<file path="config.mk">
export PLATFORM = sky130hd
export DESIGN_NAME = zl_conv_enc_sched_flat
export DESIGN_NICKNAME = d
export VERILOG_FILES = /design/src/rtl/zl_conv_enc_sched_pkg.sv /design/src/rtl/zl_conv_enc_sched_if.sv /design/src/rtl/zl_byte_counter.sv /design/src/rtl/zl_conv_enc_sched.sv /design/src/flat_wrapper.sv
export SDC_FILE = /design/constraint.sdc
export NUM_CORES = 1
export LEC_CHECK = 0
export CORE_MARGIN = 2
export CORE_UTILIZATION = 47
export DETAILED_ROUTE_END_ITERATION = 8
export GPL_TIMING_DRIVEN = 0
export PLACE_DENSITY = 0.84
export SYNTH_ARGS = -nofsm -noshare
export SYNTH_HDL_FRONTEND = slang
export SYNTH_SLANG_ARGS = --single-unit
</file>
<file path="constraint.sdc">
create_clock -name clk -period 3 [get_ports clk]
set_clock_uncertainty 0.2 [all_clocks]
set_input_delay 0.3 -clock clk [delete_from_list [all_inputs] [get_ports clk]]
set_output_delay 0.3 -clock clk [all_outputs]
set_load 0.005 [all_outputs]
</file>
<file path="src/rtl/zl_conv_enc_sched_pkg.sv">
// Shared definitions for the convolutional-encoder frame sequencer.
// Holds the FSM state encoding, default sync byte values and a flush-length helper.
// No logic; imported by the sequencer top.
package zl_conv_enc_sched_pkg;

  typedef enum logic [1:0] {
    ST_IDLE    = 2'd0,
    ST_SYNC    = 2'd1,
    ST_PAYLOAD = 2'd2,
    ST_FLUSH   = 2'd3
  } state_e;

  localparam logic [7:0] SYNC_BYTE_DFLT     = 8'h47;
  localparam logic [7:0] SYNC_INV_BYTE_DFLT = 8'hB8;

  // Zero bytes needed to push K-1 memory bits out of a constraint-length-K encoder.
  function automatic int flush_bytes_for_k(input int k);
    return (k - 1 + 7) / 8;
  endfunction

endpackage

</file>
<file path="src/rtl/zl_conv_enc_sched_if.sv">
// Byte stream link with req/ack handshake; a byte moves in any cycle with req && ack.
// Latency: none (wires only). Backpressure: receiver holds ack low to stall.
// Ports: data[7:0], req (master drives), ack (slave drives).
interface zl_conv_enc_sched_if;
  logic [7:0] data;
  logic       req;
  logic       ack;

  modport master (output data, output req, input ack);
  modport slave  (input data, input req, output ack);
endinterface

</file>
<file path="src/rtl/zl_byte_counter.sv">
// Transfer counter with synchronous clear, increment-on-transfer and terminal-count flag.
// Latency: count updates one cycle after clr/inc; at_last is combinational from the count.
// Backpressure: none; the owner only pulses inc on real transfers.
module zl_byte_counter #(
  parameter int W = 8
) (
  input  logic         clk,
  input  logic         rst_n,
  input  logic         clr,
  input  logic         inc,
  input  logic [W-1:0] last_val,
  output logic         at_last
);

  logic [W-1:0] cnt_q, cnt_d;

  always_comb begin
    cnt_d = cnt_q;
    if (clr)      cnt_d = '0;
    else if (inc) cnt_d = cnt_q + W'(1);
  end

  always_ff @(posedge clk or negedge rst_n) begin
    if (!rst_n) cnt_q <= '0;
    else        cnt_q <= cnt_d;
  end

  assign at_last = (cnt_q == last_val);

endmodule

</file>
<file path="src/rtl/zl_conv_enc_sched.sv">
// Frame sequencer for the rate-1/2 encoder: sync byte, PKT_LEN payload bytes, FLUSH_BYTES zeros.
// Latency: IDLE->SYNC one cycle after enable; payload is a zero-latency pass-through.
// Backpressure: enc.ack stalls every state; up.ack only fires with enc.ack in PAYLOAD.
// Ports: clk, rst_n (async active-low), enable, up (slave byte link), enc (master byte link),
//        frame_start (sync byte accepted), busy (not IDLE).
// Option: ZL_CONV_ENC_SCHED_SYNC_INV_EN sends SYNC_INV_BYTE as every 8th sync (frame_cnt==0).
module zl_conv_enc_sched
  import zl_conv_enc_sched_pkg::*;
#(
  parameter int         PKT_LEN       = 187,
  parameter int         FLUSH_BYTES   = 1,
  parameter logic [7:0] SYNC_BYTE     = SYNC_BYTE_DFLT,
  parameter logic [7:0] SYNC_INV_BYTE = SYNC_INV_BYTE_DFLT
) (
  input  logic                        clk,
  input  logic                        rst_n,
  input  logic                        enable,
  zl_conv_enc_sched_if.slave          up,
  zl_conv_enc_sched_if.master         enc,
  output logic                        frame_start,
  output logic                        busy
);

  localparam int             PW         = $clog2(PKT_LEN + 1);
  localparam logic [PW-1:0]  PAY_LAST   = PW'(PKT_LEN - 1);
  localparam logic [3:0]     FLUSH_LAST = (FLUSH_BYTES > 0) ? 4'(FLUSH_BYTES - 1) : 4'd0;

  state_e     state_q, state_d;
  state_e     eof_state;
  logic       sync_xfer, pay_xfer, flush_xfer;
  logic       pay_last, flush_last;
  logic       inv_now;
  logic [7:0] sync_byte;

  assign sync_xfer  = (state_q == ST_SYNC)    && enc.ack;
  assign pay_xfer   = (state_q == ST_PAYLOAD) && up.req && enc.ack;
  assign flush_xfer = (state_q == ST_FLUSH)   && enc.ack;

  zl_byte_counter #(.W(PW)) u_pay_cnt (
    .clk      (clk),
    .rst_n    (rst_n),
    .clr      (sync_xfer),
    .inc      (pay_xfer),
    .last_val (PAY_LAST),
    .at_last  (pay_last)
  );

  zl_byte_counter #(.W(4)) u_flush_cnt (
    .clk      (clk),
    .rst_n    (rst_n),
    .clr      (pay_xfer && pay_last),
    .inc      (flush_xfer),
    .last_val (FLUSH_LAST),
    .at_last  (flush_last)
  );

`ifdef ZL_CONV_ENC_SCHED_SYNC_INV_EN
  // Counts sync transfers; frame 0 of every group of 8 carries the inverted sync.
  logic [2:0] frame_cnt_q, frame_cnt_d;

  always_comb begin
    frame_cnt_d = frame_cnt_q;
    if (sync_xfer) frame_cnt_d = frame_cnt_q + 3'd1;
  end

  always_ff @(posedge clk or negedge rst_n) begin
    if (!rst_n) frame_cnt_q <= 3'd0;
    else        frame_cnt_q <= frame_cnt_d;
  end

  assign inv_now = (frame_cnt_q == 3'd0);
`else
  assign inv_now = 1'b0;
`endif

  assign sync_byte = inv_now ? SYNC_INV_BYTE : SYNC_BYTE;

  // enable is only looked at in IDLE and at end-of-frame, so a frame always completes.
  assign eof_state = enable ? ST_SYNC : ST_IDLE;

  always_comb begin
    state_d  = state_q;
    enc.req  = 1'b0;
    enc.data = 8'h00;
    up.ack   = 1'b0;
    unique case (state_q)
      ST_IDLE: begin
        if (enable) state_d = ST_SYNC;
      end
      ST_SYNC: begin
        enc.req  = 1'b1;
        enc.data = sync_byte;
        if (enc.ack) state_d = ST_PAYLOAD;
      end
      ST_PAYLOAD: begin
        enc.req  = up.req;
        enc.data = up.data;
        up.ack   = up.req && enc.ack;
        if (pay_xfer && pay_last) state_d = (FLUSH_BYTES == 0) ? eof_state : ST_FLUSH;
      end
      ST_FLUSH: begin
        enc.req = 1'b1;
        if (enc.ack && flush_last) state_d = eof_state;
      end
      default: state_d = ST_IDLE;
    endcase
  end

  always_ff @(posedge clk or negedge rst_n) begin
    if (!rst_n) state_q <= ST_IDLE;
    else        state_q <= state_d;
  end

  assign frame_start = sync_xfer;
  assign busy        = (state_q != ST_IDLE);

endmodule

</file>
<file path="src/flat_wrapper.sv">
// flat-port wrapper written by rule: the top's interface ports become plain ports
module zl_conv_enc_sched_flat import zl_conv_enc_sched_pkg::*;
#(
  parameter int         PKT_LEN       = 187,
  parameter int         FLUSH_BYTES   = 1,
  parameter logic [7:0] SYNC_BYTE     = SYNC_BYTE_DFLT,
  parameter logic [7:0] SYNC_INV_BYTE = SYNC_INV_BYTE_DFLT
)
  (clk, rst_n, enable, frame_start, busy, up_data, up_req, up_ack, enc_data, enc_req, enc_ack);
  zl_conv_enc_sched_if up_i ();
  zl_conv_enc_sched_if enc_i ();
  input  logic clk;
  input  logic rst_n;
  input  logic enable;
  output logic frame_start;
  output logic busy;
  input wire logic [$bits(up_i.data)-1:0] up_data;
  input wire logic [$bits(up_i.req)-1:0] up_req;
  output wire logic [$bits(up_i.ack)-1:0] up_ack;
  output wire logic [$bits(enc_i.data)-1:0] enc_data;
  output wire logic [$bits(enc_i.req)-1:0] enc_req;
  input wire logic [$bits(enc_i.ack)-1:0] enc_ack;
  assign up_i.data = up_data;
  assign up_i.req = up_req;
  assign up_ack = up_i.ack;
  assign enc_data = enc_i.data;
  assign enc_req = enc_i.req;
  assign enc_i.ack = enc_ack;
  zl_conv_enc_sched #(.PKT_LEN(PKT_LEN), .FLUSH_BYTES(FLUSH_BYTES), .SYNC_BYTE(SYNC_BYTE), .SYNC_INV_BYTE(SYNC_INV_BYTE)) u_core (.clk(clk), .rst_n(rst_n), .enable(enable), .up(up_i), .enc(enc_i), .frame_start(frame_start), .busy(busy));
endmodule
</file>
Word-level counts from Yosys, hierarchy flattened
Index checks and enable logic that the tools add are counted.
{"block": "op_classes", "n_addsub": 2, "n_eq_ne": 8, "muxes": 13, "reduce_logical": 14}
{"operator": "$mux W8", "count": 2}
{"operator": "$pmux W8 S2", "count": 1}
{"operator": "$add A8 B1 Y8 const B", "count": 1}
{"operator": "$eq A8 B8 Y1 const B", "count": 1}
{"operator": "$mux W2", "count": 4}
{"operator": "$mux W4", "count": 2}
{"operator": "$ne A2 B2 Y1 const B", "count": 4}
{"operator": "$pmux W2 S4", "count": 1}
{"operator": "$logic_and A1 B1 Y1", "count": 7}
{"operator": "$reduce_bool A2 Y1", "count": 3}
{"operator": "$add A4 B1 Y4 const B", "count": 1}
{"operator": "$eq A2 B2 Y1 const B", "count": 2}
{"operator": "$logic_not A4 Y1", "count": 1}
{"operator": "$reduce_and A4 Y1", "count": 1}
{"operator": "$eq A2 B1 Y1 const B", "count": 1}
{"operator": "$logic_not A2 Y1", "count": 1}
{"operator": "$mux W1", "count": 2}
{"operator": "$pmux W1 S2", "count": 1}
{"operator": "$reduce_or A2 Y1", "count": 1}
{"block": "totals", "ff_bits": 14, "in_bits": 13, "out_inout_bits": 12, "wordCells": 40}

Longest topological paths before layout
{"block": "logic_depth", "word_depth": 6, "depth_mapped": 7, "mapped_depth_nobuf": 7}

By module
From an unflattened synthesis, not the netlist that was laid out.
{"block": "unflattened", "hier_cells": 112, "area_unflattened_um2": 1047.3}
{"module": "zl_byte_counter at u_core.u_pay_cnt", "n_inst": 1, "cells_per_inst": 49, "area_per_inst_um2": 476.7, "seq_area_each_um2": 200.2}
{"module": "zl_conv_enc_sched", "n_inst": 1, "cells_per_inst": 42, "area_per_inst_um2": 336.6, "seq_area_each_um2": 50.0}
{"module": "zl_byte_counter at u_core.u_flush_cnt", "n_inst": 1, "cells_per_inst": 21, "area_per_inst_um2": 234.0, "seq_area_each_um2": 100.1}

Worst setup path before layout
Ideal clock, no wire load.
{"block": "synth_timing", "kind": "flip-flop to flip-flop", "startpoint": "reg u_core.state_q[0]", "endpoint": "reg u_core.state_q[1]", "t_arrival_ps": 1876, "slack_ps": 799, "stages_incl_launch_ff": 7, "n_path_buf": 0, "synth_period_minus_slack_ps": 2201, "path_cell_list": "dfrtp_1 > inv_1 > ha_1 > nand3_4 > or4_4 > a21o_1 > mux2_4"}
{"block": "synth_via", "elab_chain_len": 6, "elab_cells_between_ends": 13, "cone_classes": "eq/ne (7); mux (1); reduce/logical (5)"}
{"element": "from (decl)", "line_no": "zl_conv_enc_sched.sv:28", "text": "state_e state_q, state_d;"}
{"element": "from (signal assigned)", "line_no": "zl_conv_enc_sched.sv:111", "text": "else state_q <= state_d;"}
{"element": "$eq A2 B2 Y1", "line_no": "zl_conv_enc_sched.sv:36, zl_conv_enc_sched.sv:86"}
{"element": "$logic_and A1 B1 Y1 (2 in series)", "line_no": "zl_conv_enc_sched.sv:36", "text": "assign pay_xfer = (state_q == ST_PAYLOAD) && up.req && enc.ack;"}
{"element": "$logic_and A1 B1 Y1", "line_no": "zl_conv_enc_sched.sv:99", "text": "if (pay_xfer && pay_last) state_d = (FLUSH_BYTES == 0) ? eof_state : ST_FLUSH;"}
{"element": "$ne A2 B2 Y1 (no source line)"}
{"element": "$reduce_and A4 Y1 (no source line)"}
Several ways; a longest one is shown, not always the timed one.
A chain may end at the register's enable or synchronous reset.

Final worst setup path
{"block": "layout_timing", "startpoint": "reg u_core.state_q[1]", "endpoint": "out frame_start"}
{"block": "layout_via", "elab_chain_len": 2}
{"element": "$eq A2 B1 Y1", "line_no": "zl_conv_enc_sched.sv:35", "text": "assign sync_xfer = (state_q == ST_SYNC) && enc.ack;"}
{"element": "$logic_and A1 B1 Y1", "line_no": "zl_conv_enc_sched.sv:35"}
{"element": "to (decl)", "line_no": "flat_wrapper.sv:15", "text": "output logic frame_start;"}
No other way between the ends.

==> flow_summary.ini <==
[detailed_routing]
drtIter0Drc = 11
drt-total-wl_mm = 1.852
via_per_inst = 5.083
drt_pass1_iterations = 4
routed-via-count = 793
ant_nets = 0
route.detailed.drc = 0
wl_per_cell_um = 11.87

[critical_path]
cp_max_fo = 9
critPathLaunchType = register
end_kind = primary output
cp.arrival_ps = 2260
reg2reg_depth = 6
critical_path_class = reg -> out
crit_required_ps = 2500

[cells_and_area]
drive_gt1_frac = 0.04651
insertedDiodeCount = 0
fin_cells = 156
area_growth_pct = 31.60
fin_nets = 153
fin_area_sq_um = 1235
fin_util = 0.6426

[logic_synthesis]
synth_compound_area_frac = 0.1120
synth-adder-area-share = 0.1200
synth_xor_area_frac = 0.06533
synth-main-ff-cell = dfrtp_1
synth-simple-area-share = 0.2693
syn_area_sq_um = 938.4
synth_top_family_by_area = simple AND/OR/NAND/NOR gates
synth-async-reset-ratio = 1.000
synth_edf_count = 0
syn_inst = 102
synthMuxAreaShare = 0.01600
synth_cell_types = 31
synth-seq-area-share = 0.3733
ys.warnings.count = 0
yosys.area.top_type = dfrtp_1
ys_ff_latch = 14
mappedNetlistNets = 124
synth_top_area_share = 0.3733
ys_top_cells_by_area = dfrtp_1 (37%), ha_1 (12%), xor2_1 (5.6%)
postSynthAreaPerCell_sq_um = 9.200

[grt]
grt_pass1_wl_mm = 3.381
grt_use_total = 0.1808
antenna_found_initial = 0
first_global_vias = 809
grt_remaining_overflow = 0
grt_max_degree = 15

[placement]
dp.cells = 153
placed_area_sq_um = 1212
port-buffer-count = 24
place.detailed.hpwl_mm = 1.488
place.gp.congestion = 0.7890

[clock_network]
cts.hold.buffers_added = 0
tritoncts = done
cts.repair.resized = 0
htree_levels = 1
cts_sinks = 14
cts_buffer_depth = 2
post-cts-setup-buffer-count = 0
cts_buffers = 3
worst_skew_pair.late_latency_ps = 280
root_buffer = clkbuf_4
path_clk_slew_ps = 80

[power]
p_sw_uw = 379.1
vdd_drop_max_uv = 412.6
power_leakage_uw = 0.0005562
p_int_uw = 613.3
p_comb_frac = 0.595
p_per_area_nw_per_um2 = 803.6
switching_share = 0.3820
clockPowerShare = 0.106
seqPwrFrac = 0.300

[floorplanning]
die_x_um = 48.69
io_pins = 25
num_rows = 16
core_area_sq_um = 1922
die_h_um = 48.69
initial_utilization = 0.4883
design.die.area_sq_um = 2370

[job]
max-cap-violations = 0

[sta]
whs_ps = 198.5
period_needed_ps = 2755
finalSetupViolCount = 0
rsz0062_at_grt = no
worst_pin_slew_ps = 661.2
hold_viol = 0
tns_ps = 0
slew_viol_final = 0
finalCritPeriodShare = 0.9184
clock.fmax_ghz = 0.3630
relSlewSlack = 0.5551

[outcome]
status = finished clean

[hold_path]
hp-class = in -> async
final cells by class:
type                            instances  area (sq um)
Buffer                                  2         7.507
Multi-Input combinational cell         77         546.8
Sequential cell                        14         350.3
Inverter                                9         33.78
Timing Repair Buffer                   24         240.2
Fill cell                             172         686.9
Tap cell                               27         33.78
Clock buffer                            3         22.52
cells by family (layout without fill, tap and decap cells):
family / count (synthesis) / after routing
multiplexers: 1 / 1
XOR/XNOR: 7 / 7
AO/OA/AOI/OAI: 16 / 16
adder cells (fa/ha/maj): 9 / 9
AND/OR/NAND/NOR: 44 / 44
flip-flops: 14 / 14
buffers and inverters: 11 / 38
per-layer routing:
layer,up-vias,GRT usage,part of all wire
met1,370,0.2347,0.48
met4,0,0.05714,0.0092
met5,-,0,0
met2,12,0.3037,0.48
li1,409,-,-
met3,2,0.03395,0.025
power by group through the flow:
stage	Clock [uW]	Sequential, uW	Combinational [uW]
global placement	0	297	575
finish	105	297	590
global route	118	308	660
detailed placement	0	301	594
CTS	105	298	596
floorplan	0	289	360
critical path, stage by stage, from the launching register on:
cell and delay, ps:
dfrtp_1 430, inv_1 130, ha_1 150, clkbuf_1 330
nand2_1 180, inv_1 210, clkdlybuf4s50_1 540
layout by cell type (no fill, tap or decap), types with 3 or more instances in the layout:
cell type and instances:
clkdlybuf4s50_1 24, dfrtp_1 14, inv_1 9, ha_1 9, nor2_1 8, nand2_1 7, a21oi_1 6, xor2_1 6
nand3_1 6, and2_1 5, nor2b_1 4, a211oi_1 3, nand4_1 3, clkbuf_4 3
cells in the mapped netlist (3+ instances only):
library cell / instances
and2_1: 5
nor2_1: 8
nand3_1: 6
nor2b_1: 4
nand2_1: 7
inv_1: 9
nand4_1: 3
ha_1: 9
a211oi_1: 3
dfrtp_1: 14
a21oi_1: 6
xor2_1: 6
final timing paths:
kind	start	to	slack, ps
max	u_core.state_q[1]	frame_start	240
min	rst_n	u_core.u_flush_cnt.cnt_q[0]	200
max reg2reg	u_core.state_q[0]	u_core.state_q[1]	660
min reg2reg	u_core.u_pay_cnt.cnt_q[0]	u_core.u_pay_cnt.cnt_q[0]	340
max in group asynchronous	rst_n	u_core.state_q[0]	2000
min in group clk	u_core.u_pay_cnt.cnt_q[0]	u_core.u_pay_cnt.cnt_q[0]	340
metrics by stage:
stage / worst slack [ps] / power, uW
after floorplan: 799.2 / 648.2
after global placement: 553.5 / 872.2
after detailed placement: 538.8 / 894.4
after CTS: 238.7 / 998.6
after global routing: 36.50 / 1086
final: 244.8 / 992.4
flip-flops by register name (all words and copies together), names as in the netlist:
| name | count |
|---|---|
| u_core.u_pay_cnt.cnt_q | 8 |
| u_core.state_q | 2 |
| u_core.u_flush_cnt.cnt_q | 4 |
Note: power is estimated with default switching activity, not from simulation.
